$ cat config.mk
export PLATFORM = sky130hd
export DESIGN_NAME = alu_flag_stage
export DESIGN_NICKNAME = d
export VERILOG_FILES = /design/src/rtl/alu_pkg.sv /design/src/rtl/skid_buffer.sv /design/src/rtl/alu_flag_stage.sv
export SDC_FILE = /design/constraint.sdc
export NUM_CORES = 1
export LEC_CHECK = 0
export CORE_MARGIN = 3
export CORE_UTILIZATION = 55
export CTS_BUF_LIST = sky130_fd_sc_hd__clkbuf_4
export CTS_CLUSTER_DIAMETER = 150
export DETAILED_ROUTE_END_ITERATION = 8
export PLACE_DENSITY_LB_ADDON = 0.08
export SLEW_MARGIN = 20
export SYNTH_ARGS = -nofsm -noshare
export SYNTH_HDL_FRONTEND = slang
export SYNTH_SLANG_ARGS = --single-unit
$ cat constraint.sdc
create_clock -name clk -period 3.3 [get_ports clk]
set_clock_uncertainty 0.05 [all_clocks]
set_input_delay 0.99 -clock clk [delete_from_list [all_inputs] [get_ports clk]]
set_output_delay 0.99 -clock clk [all_outputs]
set_load 0.02 [all_outputs]
$ cat src/rtl/alu_pkg.sv
// Shared types for the execute-stage back end: ALU op codes, branch kinds,
// the NZCV flag layout and the B.cond evaluator.
package alu_pkg;

    localparam logic [2:0] ALU_PASS_B   = 3'b000;
    localparam logic [2:0] ALU_ADD      = 3'b010;
    localparam logic [2:0] ALU_SUBTRACT = 3'b011;
    localparam logic [2:0] ALU_AND      = 3'b100;
    localparam logic [2:0] ALU_OR       = 3'b101;
    localparam logic [2:0] ALU_XOR      = 3'b110;

    typedef enum logic [3:0] {
        COND_EQ, COND_NE, COND_HS, COND_LO, COND_MI, COND_PL, COND_VS, COND_VC,
        COND_HI, COND_LS, COND_GE, COND_LT, COND_GT, COND_LE, COND_AL, COND_NV
    } cond_e;

    typedef enum logic [1:0] {
        BR_NONE = 2'b00,
        BR_COND = 2'b01,
        BR_CBZ  = 2'b10,
        BR_CBNZ = 2'b11
    } br_kind_e;

    typedef enum logic [1:0] {
        BUF_EMPTY = 2'b00,
        BUF_ONE   = 2'b01,
        BUF_FULL  = 2'b10
    } buf_state_e;

    typedef struct packed {
        logic n;
        logic z;
        logic c;
        logic v;
    } flags_t;

    function automatic logic cond_eval(flags_t f, cond_e c);
        logic r;
        case (c)
            COND_EQ: r = f.z;
            COND_NE: r = !f.z;
            COND_HS: r = f.c;
            COND_LO: r = !f.c;
            COND_MI: r = f.n;
            COND_PL: r = !f.n;
            COND_VS: r = f.v;
            COND_VC: r = !f.v;
            COND_HI: r = f.c & !f.z;
            COND_LS: r = !(f.c & !f.z);
            COND_GE: r = (f.n == f.v);
            COND_LT: r = (f.n != f.v);
            COND_GT: r = !f.z & (f.n == f.v);
            COND_LE: r = !(!f.z & (f.n == f.v));
            default: r = 1'b1;  // AL and NV both always pass
        endcase
        return r;
    endfunction

endpackage

$ cat src/rtl/skid_buffer.sv
// Two-entry elastic buffer (main + skid). in_ready decodes only the state
// register, so the upstream ready path never sees out_ready combinationally.
module skid_buffer
    import alu_pkg::*;
#(
    parameter int W = 8
) (
    input  logic         clk,
    input  logic         reset_n,
    input  logic         in_valid,
    output logic         in_ready,
    input  logic [W-1:0] in_data,
    output logic         out_valid,
    input  logic         out_ready,
    output logic [W-1:0] out_data
);

    buf_state_e state_q, state_d;
    logic [W-1:0] main_q, skid_q;
    logic accept, emit;

    assign accept = in_valid & in_ready;
    assign emit   = out_valid & out_ready;

    always_ff @(posedge clk or negedge reset_n) begin
        if (!reset_n) state_q <= BUF_EMPTY;
        else          state_q <= state_d;
    end

    always_comb begin
        state_d = state_q;
        case (state_q)
            BUF_EMPTY: if (accept) state_d = BUF_ONE;
            BUF_ONE: begin
                if (accept && !emit)      state_d = BUF_FULL;
                else if (!accept && emit) state_d = BUF_EMPTY;
            end
            BUF_FULL:  if (emit) state_d = BUF_ONE;
            default:   state_d = BUF_EMPTY;
        endcase
    end

    always_comb begin
        in_ready  = (state_q != BUF_FULL);
        out_valid = (state_q != BUF_EMPTY);
    end

    always_ff @(posedge clk or negedge reset_n) begin
        if (!reset_n) begin
            main_q <= '0;
            skid_q <= '0;
        end else begin
            case (state_q)
                BUF_EMPTY: if (accept) main_q <= in_data;
                BUF_ONE: begin
                    if (accept && emit) main_q <= in_data;
                    else if (accept)    skid_q <= in_data;
                end
                BUF_FULL:  if (emit) main_q <= skid_q;
                default: ;
            endcase
        end
    end

    assign out_data = main_q;

endmodule

$ cat src/rtl/alu_flag_stage.sv
// ALU back end: registers result/rd/branch outcome through a skid buffer,
// keeps the NZCV register and resolves B.cond / CBZ / CBNZ at accept.
module alu_flag_stage
    import alu_pkg::*;
#(
    parameter int WIDTH   = 64,
    parameter int RADDR_W = 5
) (
    input  logic               clk,
    input  logic               reset_n,
    input  logic               in_valid,
    output logic               in_ready,
    input  logic [WIDTH-1:0]   alu_result,
    input  logic               alu_negative,
    input  logic               alu_zero,
    input  logic               alu_overflow,
    input  logic               alu_carry_out,
    input  logic [2:0]         alu_cntrl,
    input  logic               set_flags,
    input  logic [1:0]         br_kind,
    input  logic [3:0]         cond,
    input  logic [RADDR_W-1:0] rd,
    input  logic               wr_en,
    output logic               out_valid,
    input  logic               out_ready,
    output logic [WIDTH-1:0]   out_result,
    output logic [RADDR_W-1:0] out_rd,
    output logic               out_wr_en,
    output logic               out_br_taken,
    output logic [3:0]         flags_q
);

    localparam int PW = WIDTH + RADDR_W + 2;

    flags_t flags_r;
    logic accept, br_taken;
    logic [PW-1:0] pay_in, pay_out;

    assign accept = in_valid & in_ready;

    // B.cond reads the pre-update flags, so a flag-setter followed directly
    // by a branch sees the setter's result through flags_r.
    always_comb begin
        br_taken = 1'b0;
        case (br_kind_e'(br_kind))
            BR_COND: br_taken = cond_eval(flags_r, cond_e'(cond));
            BR_CBZ:  br_taken = alu_zero;
            BR_CBNZ: br_taken = !alu_zero;
            default: br_taken = 1'b0;
        endcase
    end

    always_ff @(posedge clk or negedge reset_n) begin
        if (!reset_n) begin
            flags_r <= '0;
        end else if (accept && set_flags) begin
            case (alu_cntrl)
                ALU_ADD, ALU_SUBTRACT:
                    flags_r <= '{n: alu_negative, z: alu_zero, c: alu_carry_out, v: alu_overflow};
                ALU_AND:
                    flags_r <= '{n: alu_negative, z: alu_zero, c: 1'b0, v: 1'b0};
                default: ;
            endcase
        end
    end

    assign flags_q = flags_r;
    assign pay_in  = {alu_result, rd, wr_en, br_taken};

    skid_buffer #(.W(PW)) u_buf (
        .clk       (clk),
        .reset_n   (reset_n),
        .in_valid  (in_valid),
        .in_ready  (in_ready),
        .in_data   (pay_in),
        .out_valid (out_valid),
        .out_ready (out_ready),
        .out_data  (pay_out)
    );

    assign {out_result, out_rd, out_wr_en, out_br_taken} = pay_out;

endmodule

### After elaboration in Yosys (flattened, before gate mapping)

Index checks and enable logic that the tools add are counted.

| operators by class | value |
|---|---|
| shift operators | 0 |
| divide/modulo/power cells | 0 |
| reduce and logical (&&, ||, !) cells | 23 |
| equal/unequal tests | 28 |
| mux-type cells | 12 |
| $lt $le $gt $ge | 0 |
| add/sub/neg operators | 0 |
| multiply operators | 0 |
| bitwise gates (word level) | 5 |

Operator list:

| kind | number |
|---|---|
| 71-bit two-way mux | 3 |
| 71-bit one-hot mux with 3 select lines | 1 |
| 4-bit equality test, second input constant | 6 |
| 4-bit by 3-bit equality test with 1-bit output, second input constant | 4 |
| 1-bit one-hot mux with 14 select lines | 1 |
| 1-bit logical NOT | 9 |
| 4-bit by 2-bit equality test with 1-bit output, second input constant | 2 |
| 2-bit two-way mux | 4 |
| 4-bit one-hot mux with 2 select lines | 1 |
| 2-bit equality test, second input constant | 3 |
| 3-bit by 2-bit equality test with 1-bit output, second input constant | 2 |
| 2-bit one-hot mux with 3 select lines | 1 |
| 3-bit AND reduction | 2 |
| 1-bit bitwise AND | 4 |
| 2-bit by 1-bit equality test with 1-bit output, second input constant | 2 |
| 4-bit by 1-bit equality test with 1-bit output, second input constant | 1 |
| 1-bit logical AND | 4 |
| 4-bit logical NOT | 1 |
| 2-bit by 1-bit inequality test with 1-bit output, second input constant | 2 |
| 2-bit inequality test, second input constant | 2 |
| 4-bit AND reduction | 1 |
| 2-bit nonzero test | 2 |
| 3-bit equality test, second input constant | 1 |
| 3-bit by 1-bit inequality test with 1-bit output, second input constant | 1 |
| other kinds (8) | 8 |

| word-level totals | value |
|---|---|
| register bits after elaboration | 148 |
| logic and storage cells | 75 |
| memories kept | 0 |
| latch bits | 0 |
| bits in writable memories | 0 |
| memory bits (read-only) | 0 |

### Longest topological paths before layout

Gate-level depths: netlist of run 1.

| logic depth | value |
|---|---|
| word-level depth | 7 |
| depth in mapped cells | 9 |

### Cells and area by module

From an unflattened synthesis of run 1, not the netlist that was laid out.

| unflattened totals | value |
|---|---|
| cells, all modules | 441 |
| area, all modules | 7315.8 sq um |

By module, submodules not included:

| module | instances | seq. area each (sq um) | cells an instance | area an instance (sq um) |
|---|---|---|---|---|
| skid_buffer | 1 | 3603.5 | 394 | 6936.7 |
| alu_flag_stage | 1 | 100.1 | 47 | 379.1 |

### Worst setup path before layout of run 1

OpenSTA, ideal clock, no wires.

| timing path | value |
|---|---|
| path kind | input-to-reg |
| from | in cond[0] |
| to | reg u_buf.skid_q[0] |
| required time | 3162 ps |
| path buffers | 1 |
| setup slack | 1166 ps |
| cell stages on the path | 6 |
| arrival time | 1995 ps |
| cells stage by stage | buf_4 -> xnor2_1 -> or3_1 -> a31oi_1 -> nor3_1 -> a41oi_1 |

| on the way | value |
|---|---|
| longest elaborated chain between the ends | 3 |
| elaborated cells on any way between the ends | 16 |
| classes of those cells | eq/ne (13); mux (2); reduce/logical (1) |

RTL lines:

| what | RTL line | source |
|---|---|---|
| start: declaration | alu_flag_stage.sv:21 | `input logic [3:0] cond,` |
| 4-bit equality test (tied with other cells) | alu_pkg.sv:39 | `case (c)` |
| 1-bit one-hot mux with 14 select lines (*) | alu_pkg.sv:39 |  |
| 1-bit one-hot mux with 3 select lines (*) | alu_flag_stage.sv:45 | `case (br_kind_e'(br_kind))` |
| end signal: assignment | skid_buffer.sv:57 | `else if (accept) skid_q <= in_data;` |
| end: declaration | skid_buffer.sv:19 | `logic [W-1:0] main_q, skid_q;` |

Every way passes the cells marked *; elsewhere a longest branch is shown, timed or not.
A chain may end at the register's enable or synchronous reset.

### Final worst setup path of run 1

| timing path | value |
|---|---|
| from | reg u_buf.state_q[0] |
| to | out out_valid |

| on the way | value |
|---|---|
| longest elaborated chain between the ends | 1 |

RTL lines:

| what | RTL line | source |
|---|---|---|
| start: declaration | skid_buffer.sv:18 | `buf_state_e state_q, state_d;` |
| start signal: assignment | skid_buffer.sv:27 | `else state_q <= state_d;` |
| 2-bit nonzero test | skid_buffer.sv:45 | `out_valid = (state_q != BUF_EMPTY);` |
| end: declaration | alu_flag_stage.sv:24 | `output logic out_valid,` |

Every way passes these cells.

==> flow_summary_export.csv, run 1 <==
group,metric,value,unit
run_status,outcome,"complete, no violations",
logic_synthesis,synth.mux.area_fraction,11.3,%
routing,drcViolationCount,0,
worst_setup_path,startpoint_type,"flop",
power,power.leakage,3.96,nW
logic_synthesis,synth_top_family_by_area,"simple AND/OR/NAND/NOR gates",
power,cellPowerDensity,992,nW/um2
floorplanning,die_h,116,um
power,total_power,8.61,mW
floorplanning,core.rowCount,39,
routing,detail_route.wl_per_cell,15.8,um
global_routing,gr-total-overflow,0,
layout,final_util,75.0,%
layout,antenna_cells,0,
clock_network,cts_hold_buf,0,
clock_network,numCtsBuffers,17,
clock_network,clk_latency,0.54,ns
global_routing,antenna_found_initial,0,
layout,fillers,824,
clock_network,ctsResizeCount,0,
worst_setup_path,max_stage_delay,0.62,ns
floorplanning,core_area,11600,um2
routing,routed_wl,15700,um
job,maxCapViolCount,0,
floorplanning,initial_core_util,57.1,%
logic_synthesis,synthArstFlopShare,100,%
floorplanning,boundaryPins,165,
logic_synthesis,synth_compound_area_share,8.02,%
placement,dp_hpwl,10800,um
worst_setup_path,worstPathArrival,2.07,ns
logic_synthesis,synth-simple-area-share,19.0,%
power,irDropWorstVdd,0.541,mV
clock_network,cts_setup_buffers,0,
layout,area_growth,31.4,%
sta,maxSlewViolCount,0,
sta,fin_tns_setup,0,ns
layout,drive_above_1_share,6.92,%
sta,worstMarginPinSlew,0.772,ns
logic_synthesis,yosysSeqAreaShare,56.1,%
logic_synthesis,yosys_register_bits,148,
worst_setup_path,cp_common_cell,"inv_1",
clock_network,cts_tree,"yes",
logic_synthesis,yosys_warnings,0,
routing,drt_iter0_drc,431,
routing,ant_nets,0,
sta,hold_violations,0,
logic_synthesis,synthXorXnorAreaFrac,0.664,%
hold_path,hp-class,"primary input to async pin",
routing,vias,5214,
floorplanning,die_w,116,um
clock_network,htree_levels,4,
worst_setup_path,crit_path_end_kind,"primary output",
clock_network,cts_sinks,148,
worst_setup_path,cp.required,2.26,ns
sta,rsz0062_at_grt,"no",
floorplanning,die-area,13400,um2
clock_network,clk_pin_slew,0.12,ns
logic_synthesis,synthFlopType,"dfrtp_1",
sta,period_minus_slack,3.11,ns
worst_setup_path,cp_max_fo,5,
clock_network,cts_max_path_buffers,2,
sta,timing.hold.ws,0.359,ns
worst_setup_path,slowest_stage,"clkdlybuf4s50_1",
sta,max_slew_margin,48.6,%
worst_setup_path,crit_chain,"inv_1 -> ha_1 -> inv_1 -> clkdlybuf4s50_1",
logic_synthesis,synth_edf_count,0,
sta,setup_viol,0,
logic_synthesis,synth_fp_nets,778,
logic_synthesis,syn_avg_cell_area,9.62,um2
worst_setup_path,worstSetupPathType,"flop to primary output",
layout,num-nets-final,932,
global_routing,grtUsageTotal,24.7,%
global_routing,grt_max_degree,63,
placement,numPortBuffers,164,
logic_synthesis,synth.distinct_cells,39,
routing,drt_pass1_iterations,4,
clock_network,root_buffer,"clkbuf_4",
logic_synthesis,netlist_area,6600,um2
sta,max_freq,0.321,GHz
global_routing,grt_pass1_wl,25800,um
logic_synthesis,synthAdderAreaFrac,0.758,%
routing,avgViaCountPerCell,5.23,
sta,timing.final.crit_share,94.3,%
logic_synthesis,synth_cells,686,
global_routing,grt_pass1_vias,5319,
placement,gp_congestion,0.826,
per-layer routing:
metal / vias up / part of all wire, % / global-route usage (%)
met3: 19 / 5.8 / 5.54
met1: 2495 / 43 / 32.5
met2: 150 / 50 / 41.0
met4: 0 / 1.3 / 7.82
li1: 2550 / - / -
met5: - / 0 / 0
registers in the layout, summed over array words and instances (netlist names):
signal          count
u_buf.out_data     71
u_buf.skid_q       71
flags_q             4
u_buf.state_q       2
through the flow:
step / cells / instance area [um2] / setup WS, ns
floorplan: 686 / 6600 / 1.17
global placement: 964 / 8360 / 0.445
detailed placement: 964 / 8360 / 0.348
CTS: 996 / 8670 / 0.137
global route: 996 / 8670 / 0.0382
finish: 996 / 8670 / 0.189
power breakdown:
part           internal, mW  total, mW  switching, mW
clock                 0.593       1.24          0.643
sequential             2.71       3.24          0.526
combinational          1.77       4.13           2.36
synth_stat cells, drive strengths merged (3+ instances only):
| library cell | count | share of area, % |
|---|---|---|
| a21oi | 4 | 0.30 |
| buf | 26 | 2.9 |
| clkbuf | 14 | 0.80 |
| dfrtp | 148 | 56 |
| ha | 4 | 0.76 |
| inv | 10 | 0.57 |
| mux2i | 72 | 11 |
| nand2 | 287 | 16 |
| nand2b | 3 | 0.28 |
| nor2 | 3 | 0.17 |
| nor2b | 5 | 0.47 |
| nor3 | 4 | 0.30 |
| o21ai | 75 | 6.3 |
| xor2 | 3 | 0.40 |
critical path: cells and delay by family, from the launching register on:
family	cells	cell delay, ns
adders and majority gates	1	0.26
DFF	1	0.42
buffers and inverters	3	0.86
path summary, 6_finish.rpt:
path                                   from                 end  slack (ns)  depth (start not counted)
min in group clk           u_buf.skid_q[65]    u_buf.skid_q[65]        0.44                          2
min                                 reset_n  u_buf.out_data[49]        0.36                          1
min reg2reg                u_buf.skid_q[65]    u_buf.skid_q[65]        0.44                          2
max                        u_buf.state_q[0]           out_valid        0.19                          4
max in group asynchronous           reset_n  u_buf.out_data[45]        2.02                          2
max reg2reg                u_buf.state_q[0]  u_buf.out_data[16]        0.71                          6
logic make-up (layout without fill, tap and decap cells):
group           after synthesis  count (layout)
compound gates               90              90
xor+xnor                      5               5
fa+ha+maj                     4               4
buf+inv                      50             217
flops                       148             148
mux                          74              74
simple gates                315             315
layout by cell type (no fill, tap or decap), types with 2 or more instances in the layout:
cell / synthesis / final
a21oi_1: 4 / 4
a31oi_1: 2 / 2
buf_12: 0 / 5
buf_4: 1 / 6
bufinv_16: 0 / 4
clkbuf_4: 0 / 17
clkdlybuf4s50_1: 0 / 163
clkinv_1: 0 / 2
clkinv_2: 0 / 4
clkinv_4: 0 / 3
clkinvlp_4: 0 / 2
dfrtp_1: 148 / 148
ha_1: 4 / 3
inv_1: 10 / 10
mux2_2: 2 / 2
mux2i_1: 72 / 72
nand2_1: 287 / 287
nand2b_1: 3 / 3
nand3b_1: 2 / 2
nor2_1: 3 / 3
nor2b_1: 5 / 5
nor3_1: 4 / 4
o21ai_0: 60 / 60
o21ai_1: 5 / 5
o21ai_2: 10 / 10
o221ai_1: 2 / 2
xnor2_1: 2 / 2
xor2_1: 3 / 3
final cells by class:
type / instances / area [um2] / share of cell area, %
Clock buffer: 17 / 128 / 1.47
Timing Repair Buffer: 175 / 1790 / 20.6
Inverter: 10 / 37.5 / 0.433
Sequential cell: 148 / 3700 / 42.7
Multi-Input combinational cell: 488 / 2650 / 30.5
Clock inverter: 15 / 189 / 2.18
Tap cell: 143 / 179 / 2.06
No activity file was read; power rests on OpenSTA's default activity.
==> run 2, diff against run 1 <==
--- a/config.mk
+++ b/config.mk
@@ -5,7 +5,7 @@
 export SDC_FILE = /design/constraint.sdc
 export NUM_CORES = 1
 export LEC_CHECK = 0
-export CORE_MARGIN = 3
+export CORE_MARGIN = 2
 export CORE_UTILIZATION = 55
 export CTS_BUF_LIST = sky130_fd_sc_hd__clkbuf_4
 export CTS_CLUSTER_DIAMETER = 150
==> flow_summary_export.csv, run 2 (synthesis gave the netlist of run 1 again) <==
group,metric,value,unit
routing,vias,5291,
sta,rsz0062_at_grt,"no",
layout,stdcell_area,8560,um2
power,total_power,8.29,mW
worst_setup_path,worstPathArrival,2.09,ns
clock_network,clk_latency,0.54,ns
clock_network,cts_setup_buffers,0,
clock_network,clk_pin_slew,0.12,ns
worst_setup_path,max_stage_delay,0.62,ns
placement,gp_congestion,0.823,
worst_setup_path,cp_top_family,"buffers and inverters",
sta,worstMarginPinSlew,0.910,ns
worst_setup_path,cp.required,2.26,ns
sta,setup_viol,0,
global_routing,gr-total-overflow,0,
floorplanning,core_area,11900,um2
layout,final_cell_mix,"287 x nand2_1, 163 x clkdlybuf4s50_1, 148 x dfrtp_1",
floorplanning,initial_core_util,55.6,%
global_routing,grt_pass1_vias,5289,
floorplanning,die_h,114,um
clock_network,cts_hold_buf,0,
power,switching_share,41.7,%
sta,max_freq,0.319,GHz
hold_path,hp-class,"primary input to async pin",
power,clkPwrFrac,11.6,%
power,p_comb_share,49.6,%
sta,fin_tns_setup,0,ns
routing,ant_nets,0,
routing,routed_wl,15100,um
sta,maxSlewViolCount,0,
floorplanning,boundaryPins,165,
layout,num-nets-final,931,
sta,timing.final.crit_share,94.9,%
global_routing,grtUsageTotal,24.6,%
routing,drcViolationCount,0,
job,maxCapViolCount,0,
global_routing,grt_max_degree,78,
worst_setup_path,worstSetupPathType,"flop to primary output",
worst_setup_path,crit_chain,"inv_1 -> ha_1 -> inv_1 -> clkdlybuf4s50_1",
routing,drt_pass1_iterations,4,
floorplanning,die_w,114,um
worst_setup_path,crit_cells,4,
routing,drt_iter0_drc,387,
worst_setup_path,startpoint_type,"flop",
clock_network,cts_max_path_buffers,2,
routing,avgViaCountPerCell,5.30,
sta,max_slew_margin,39.3,%
clock_network,numCtsBuffers,17,
layout,antenna_cells,0,
sta,period_minus_slack,3.13,ns
global_routing,antenna_found_initial,0,
power,internal_power,4.83,mW
power,irDropWorstVdd,0.764,mV
clock_network,cts_tree,"yes",
routing,detail_route.wl_per_cell,15.2,um
placement,placed_cell_area,8340,um2
run_status,outcome,"complete, no violations",
power,power.leakage,3.91,nW
worst_setup_path,crit_path_end_kind,"primary output",
worst_setup_path,cp_common_cell,"inv_1",
floorplanning,core.rowCount,40,
power,power.switching,3.46,mW
sta,hold_violations,0,
worst_setup_path,cp_max_fo,5,
global_routing,grt_pass1_wl,25000,um
worst_setup_path,reg2reg_slack,0.77,ns
placement,numPortBuffers,164,
clock_network,root_buffer,"clkbuf_4",
clock_network,ctsResizeCount,0,
placement,dp_hpwl,10400,um
floorplanning,die-area,12900,um2
worst_setup_path,path_buf_inv,3,
power,cellPowerDensity,968,nW/um2
worst_setup_path,slowest_stage,"clkdlybuf4s50_1",
layout,layout.cells.most_common,"nand2_1",
layout,drive_above_1_share,6.35,%
clock_network,htree_levels,4,
clock_network,cts_sinks,148,
power,power_frac_seq,38.8,%
worst_setup_path,r2r_cells,6,
layout,area_growth,29.8,%
==> run 2: cell types whose count changed in the layout (fill, tap and decap cells not counted), sizes merged <==
cell      change
bufinv        -3
clkinv        +1
buf           -1
clkinvlp      +1
==> run 2: metrics by stage <==
step                      cells  util [%]  setup slack, ns  hold slack (ns)
after floorplan             686         -             1.17            0.395
after global placement      967      70.3            0.364            0.406
after global routing        998      72.2           0.0223            0.267
after CTS                   998      72.2            0.127            0.251
after detailed placement    967      70.3            0.288            0.413
final                       998      72.2            0.167            0.284
==> run 2: per-layer routing <==
layer  routed length [um]  vias to the layer above  global-route usage [%]
met5                    0                        -                       0
met4                  435                        0                    10.9
met3                  851                       36                    6.43
met2                 7370                      157                    39.6
met1                 6480                     2545                    31.7
li1                     -                     2553                       -
==> run 2: worst register-to-register path: stages, from the launching register on <==
cell	delay [ns]
dfrtp_1	0.42
inv_1	0.16
ha_4	0.16
buf_4	0.37
buf_4	0.81
mux2i_1	0.35
o21ai_0	0.10
==> run 2: power groups by stage <==
stage	clock, mW	combinational [mW]	sequential [mW]
2_1_floorplan	0	2.17	3.68
3_3_place_gp	0	4.01	3.20
3_5_place_dp	0	4.17	3.25
4_1_cts	0.993	4.17	3.22
5_1_grt	1.07	4.56	3.32
6_report	0.961	4.11	3.22
==> run 2: cell type report <==
| cell class | count | area, um2 |
|---|---|---|
| clock buffer | 17 | 128 |
| clock inverter | 14 | 96.3 |
| fill | 932 | 3300 |
| inverter | 10 | 37.5 |
| multi-input combinational | 488 | 2650 |
| sequential | 148 | 3700 |
| tap | 147 | 184 |
| timing repair buffer | 174 | 1770 |
==> run 2: worst paths after layout <==
kind	start	end
max	u_buf.state_q[1]	out_valid
min	reset_n	u_buf.skid_q[53]
max reg2reg	u_buf.state_q[0]	u_buf.out_data[53]
min reg2reg	u_buf.out_data[61]	u_buf.out_data[61]
max in group asynchronous	reset_n	u_buf.out_data[7]
min in group clk	u_buf.out_data[61]	u_buf.out_data[61]
==> run 3, diff against run 2 <==
--- a/config.mk
+++ b/config.mk
@@ -6,8 +6,7 @@
 export NUM_CORES = 1
 export LEC_CHECK = 0
 export CORE_MARGIN = 2
-export CORE_UTILIZATION = 55
-export CTS_BUF_LIST = sky130_fd_sc_hd__clkbuf_4
+export CORE_UTILIZATION = 53
 export CTS_CLUSTER_DIAMETER = 150
 export DETAILED_ROUTE_END_ITERATION = 8
 export PLACE_DENSITY_LB_ADDON = 0.08
==> flow_summary_export.csv, run 3 (synthesis gave the netlist of run 1 again) <==
group,metric,value,unit
worst_setup_path,r2r-end,"u_buf.skid_q[54]",
worst_setup_path,worstPathArrival,1.94,ns
global_routing,busiest_layer,"met2",
floorplanning,boundaryPins,165,
sta,max_slew_margin,51.5,%
clock_network,clk_latency,0.42,ns
sta,maxSlewViolCount,0,
hold_path,hp-class,"flop to flop",
clock_network,ctsResizeCount,0,
layout,final_cell_mix,"287 x nand2_1, 163 x clkdlybuf4s50_1, 148 x dfrtp_1",
hold_path,hp-start,"u_buf.skid_q[11]",
power,cellPowerDensity,1060,nW/um2
routing,detail_route.wl_per_cell,15.5,um
clock_network,cts_hold_buf,0,
floorplanning,core.rowCount,40,
routing,ant_nets,0,
worst_setup_path,cp_max_fo,5,
routing,drcViolationCount,0,
routing,avgViaCountPerCell,5.21,
layout,area_growth,37.4,%
routing,drt_pass1_iterations,4,
global_routing,grt_pass1_vias,5439,
run_status,outcome,"complete, no violations",
sta,fin_tns_setup,0,ns
clock_network,cts_setup_buffers,0,
placement,numPortBuffers,164,
worst_setup_path,r2r_cells,8,
placement,gp_congestion,0.777,
floorplanning,die-area,13400,um2
global_routing,antenna_found_initial,0,
worst_setup_path,cp.required,2.26,ns
worst_setup_path,startpoint_type,"flop",
global_routing,use_met1,32.7,%
routing,drt_iter0_drc,367,
sta,setup_viol,0,
layout,multiInputGateArea,2650,um2
sta,worstMarginPinSlew,0.728,ns
worst_setup_path,reg2reg_slack,0.69,ns
power,power.leakage,4.13,nW
global_routing,grt_max_degree,56,
worst_setup_path,worstSetupPathType,"flop to primary output",
power,total_power,9.59,mW
layout,layout.cells.most_common,"nand2_1",
power,irDropWorstVdd,0.590,mV
sta,max_freq,0.336,GHz
clock_network,clk_pin_slew,0.06,ns
global_routing,grtUsageTotal,25.3,%
hold_path,holdPathEnd,"u_buf.skid_q[11]",
clock_network,htree_levels,4,
layout,fillers,861,
layout,num-nets-final,933,
global_routing,grt_pass1_wl,26100,um
clock_network,root_buffer,"clkbuf_16",
clock_network,cts_max_path_buffers,2,
global_routing,grt_util_met3,7.06,%
clock_network,numCtsBuffers,17,
sta,timing.final.crit_share,90.3,%
global_routing,met2_usage,41.4,%
worst_setup_path,crit_path_end_kind,"primary output",
layout,antenna_cells,0,
placement,dp_hpwl,10500,um
global_routing,gr-total-overflow,0,
floorplanning,die_w,116,um
layout,drive_above_1_share,7.26,%
clock_network,cts_tree,"yes",
clock_network,cts_sinks,148,
floorplanning,die_h,116,um
floorplanning,core_area,12100,um2
worst_setup_path,r2r_start,"u_buf.state_q[0]",
routing,vias,5324,
sta,rsz0062_at_grt,"no",
sta,period_minus_slack,2.98,ns
floorplanning,initial_core_util,54.7,%
routing,routed_wl,15800,um
job,maxCapViolCount,0,
hold_path,holdPathStages,2,
layout,seq_area,3700,um2
sta,hold_violations,0,
[run 3: changes by cell type in the layout (fill, tap and decap cells not counted), sizes merged]
cell,delta
bufinv,+5
clkinv,-4
buf,+2
clkbuf,+1
clkinvlp,-1
[run 3: layout make-up]
type	instances	share of cell area, %
Clock buffer	18	4.84
Inverter	10	0.414
Clock inverter	14	2.57
Timing Repair Buffer	176	19.8
Multi-Input combinational cell	488	29.2
Sequential cell	148	40.9
Tap cell	168	2.32
[run 3: metrics by stage]
stage | cell area [um2] | setup slack, ns | hold slack, ns | cells | util (%)
final | 9070 | 0.321 | 0.425 | 1022 | 75.2
after global routing | 9070 | 0.247 | 0.445 | 1022 | 75.2
after CTS | 9070 | 0.310 | 0.427 | 1022 | 75.2
after detailed placement | 8390 | 0.383 | 0.412 | 990 | 69.6
after global placement | 8390 | 0.470 | 0.407 | 990 | 69.6
after floorplan | 6600 | 1.17 | 0.395 | 686 | -
[run 3: worst max-delay path by stage]
stage	start	to	slack [ns]	depth (start not counted)
global route	u_buf.state_q[0]	out_valid	0.25	4
floorplan	cond[0]	u_buf.skid_q[0]	1.17	6
detailed placement	in_valid	u_buf.out_data[66]	0.38	7
finish	u_buf.state_q[0]	out_valid	0.32	4
CTS	u_buf.state_q[0]	out_valid	0.31	4
global placement	in_valid	u_buf.skid_q[26]	0.47	6
[run 3: metal layers]
metal	wire length (um)	share of wire, %
met5	0	0
met3	946	6.0
met4	172	1.1
met2	7820	50
met1	6850	43
[run 3: worst max-delay path: stages (launching register included)]
cell and delay [ns]:
dfrtp_1 0.39, inv_1 0.11, ha_1 0.28, inv_1 0.11, clkdlybuf4s50_1 0.63
[run 3: where the power goes]
| group | internal [mW] | switching (mW) | leakage [nW] |
|---|---|---|---|
| clock | 1.43 | 0.740 | 0.326 |
| sequential | 2.72 | 0.516 | 1.83 |
| combinational | 1.79 | 2.38 | 1.97 |
| total | 5.95 | 3.64 | 4.13 |
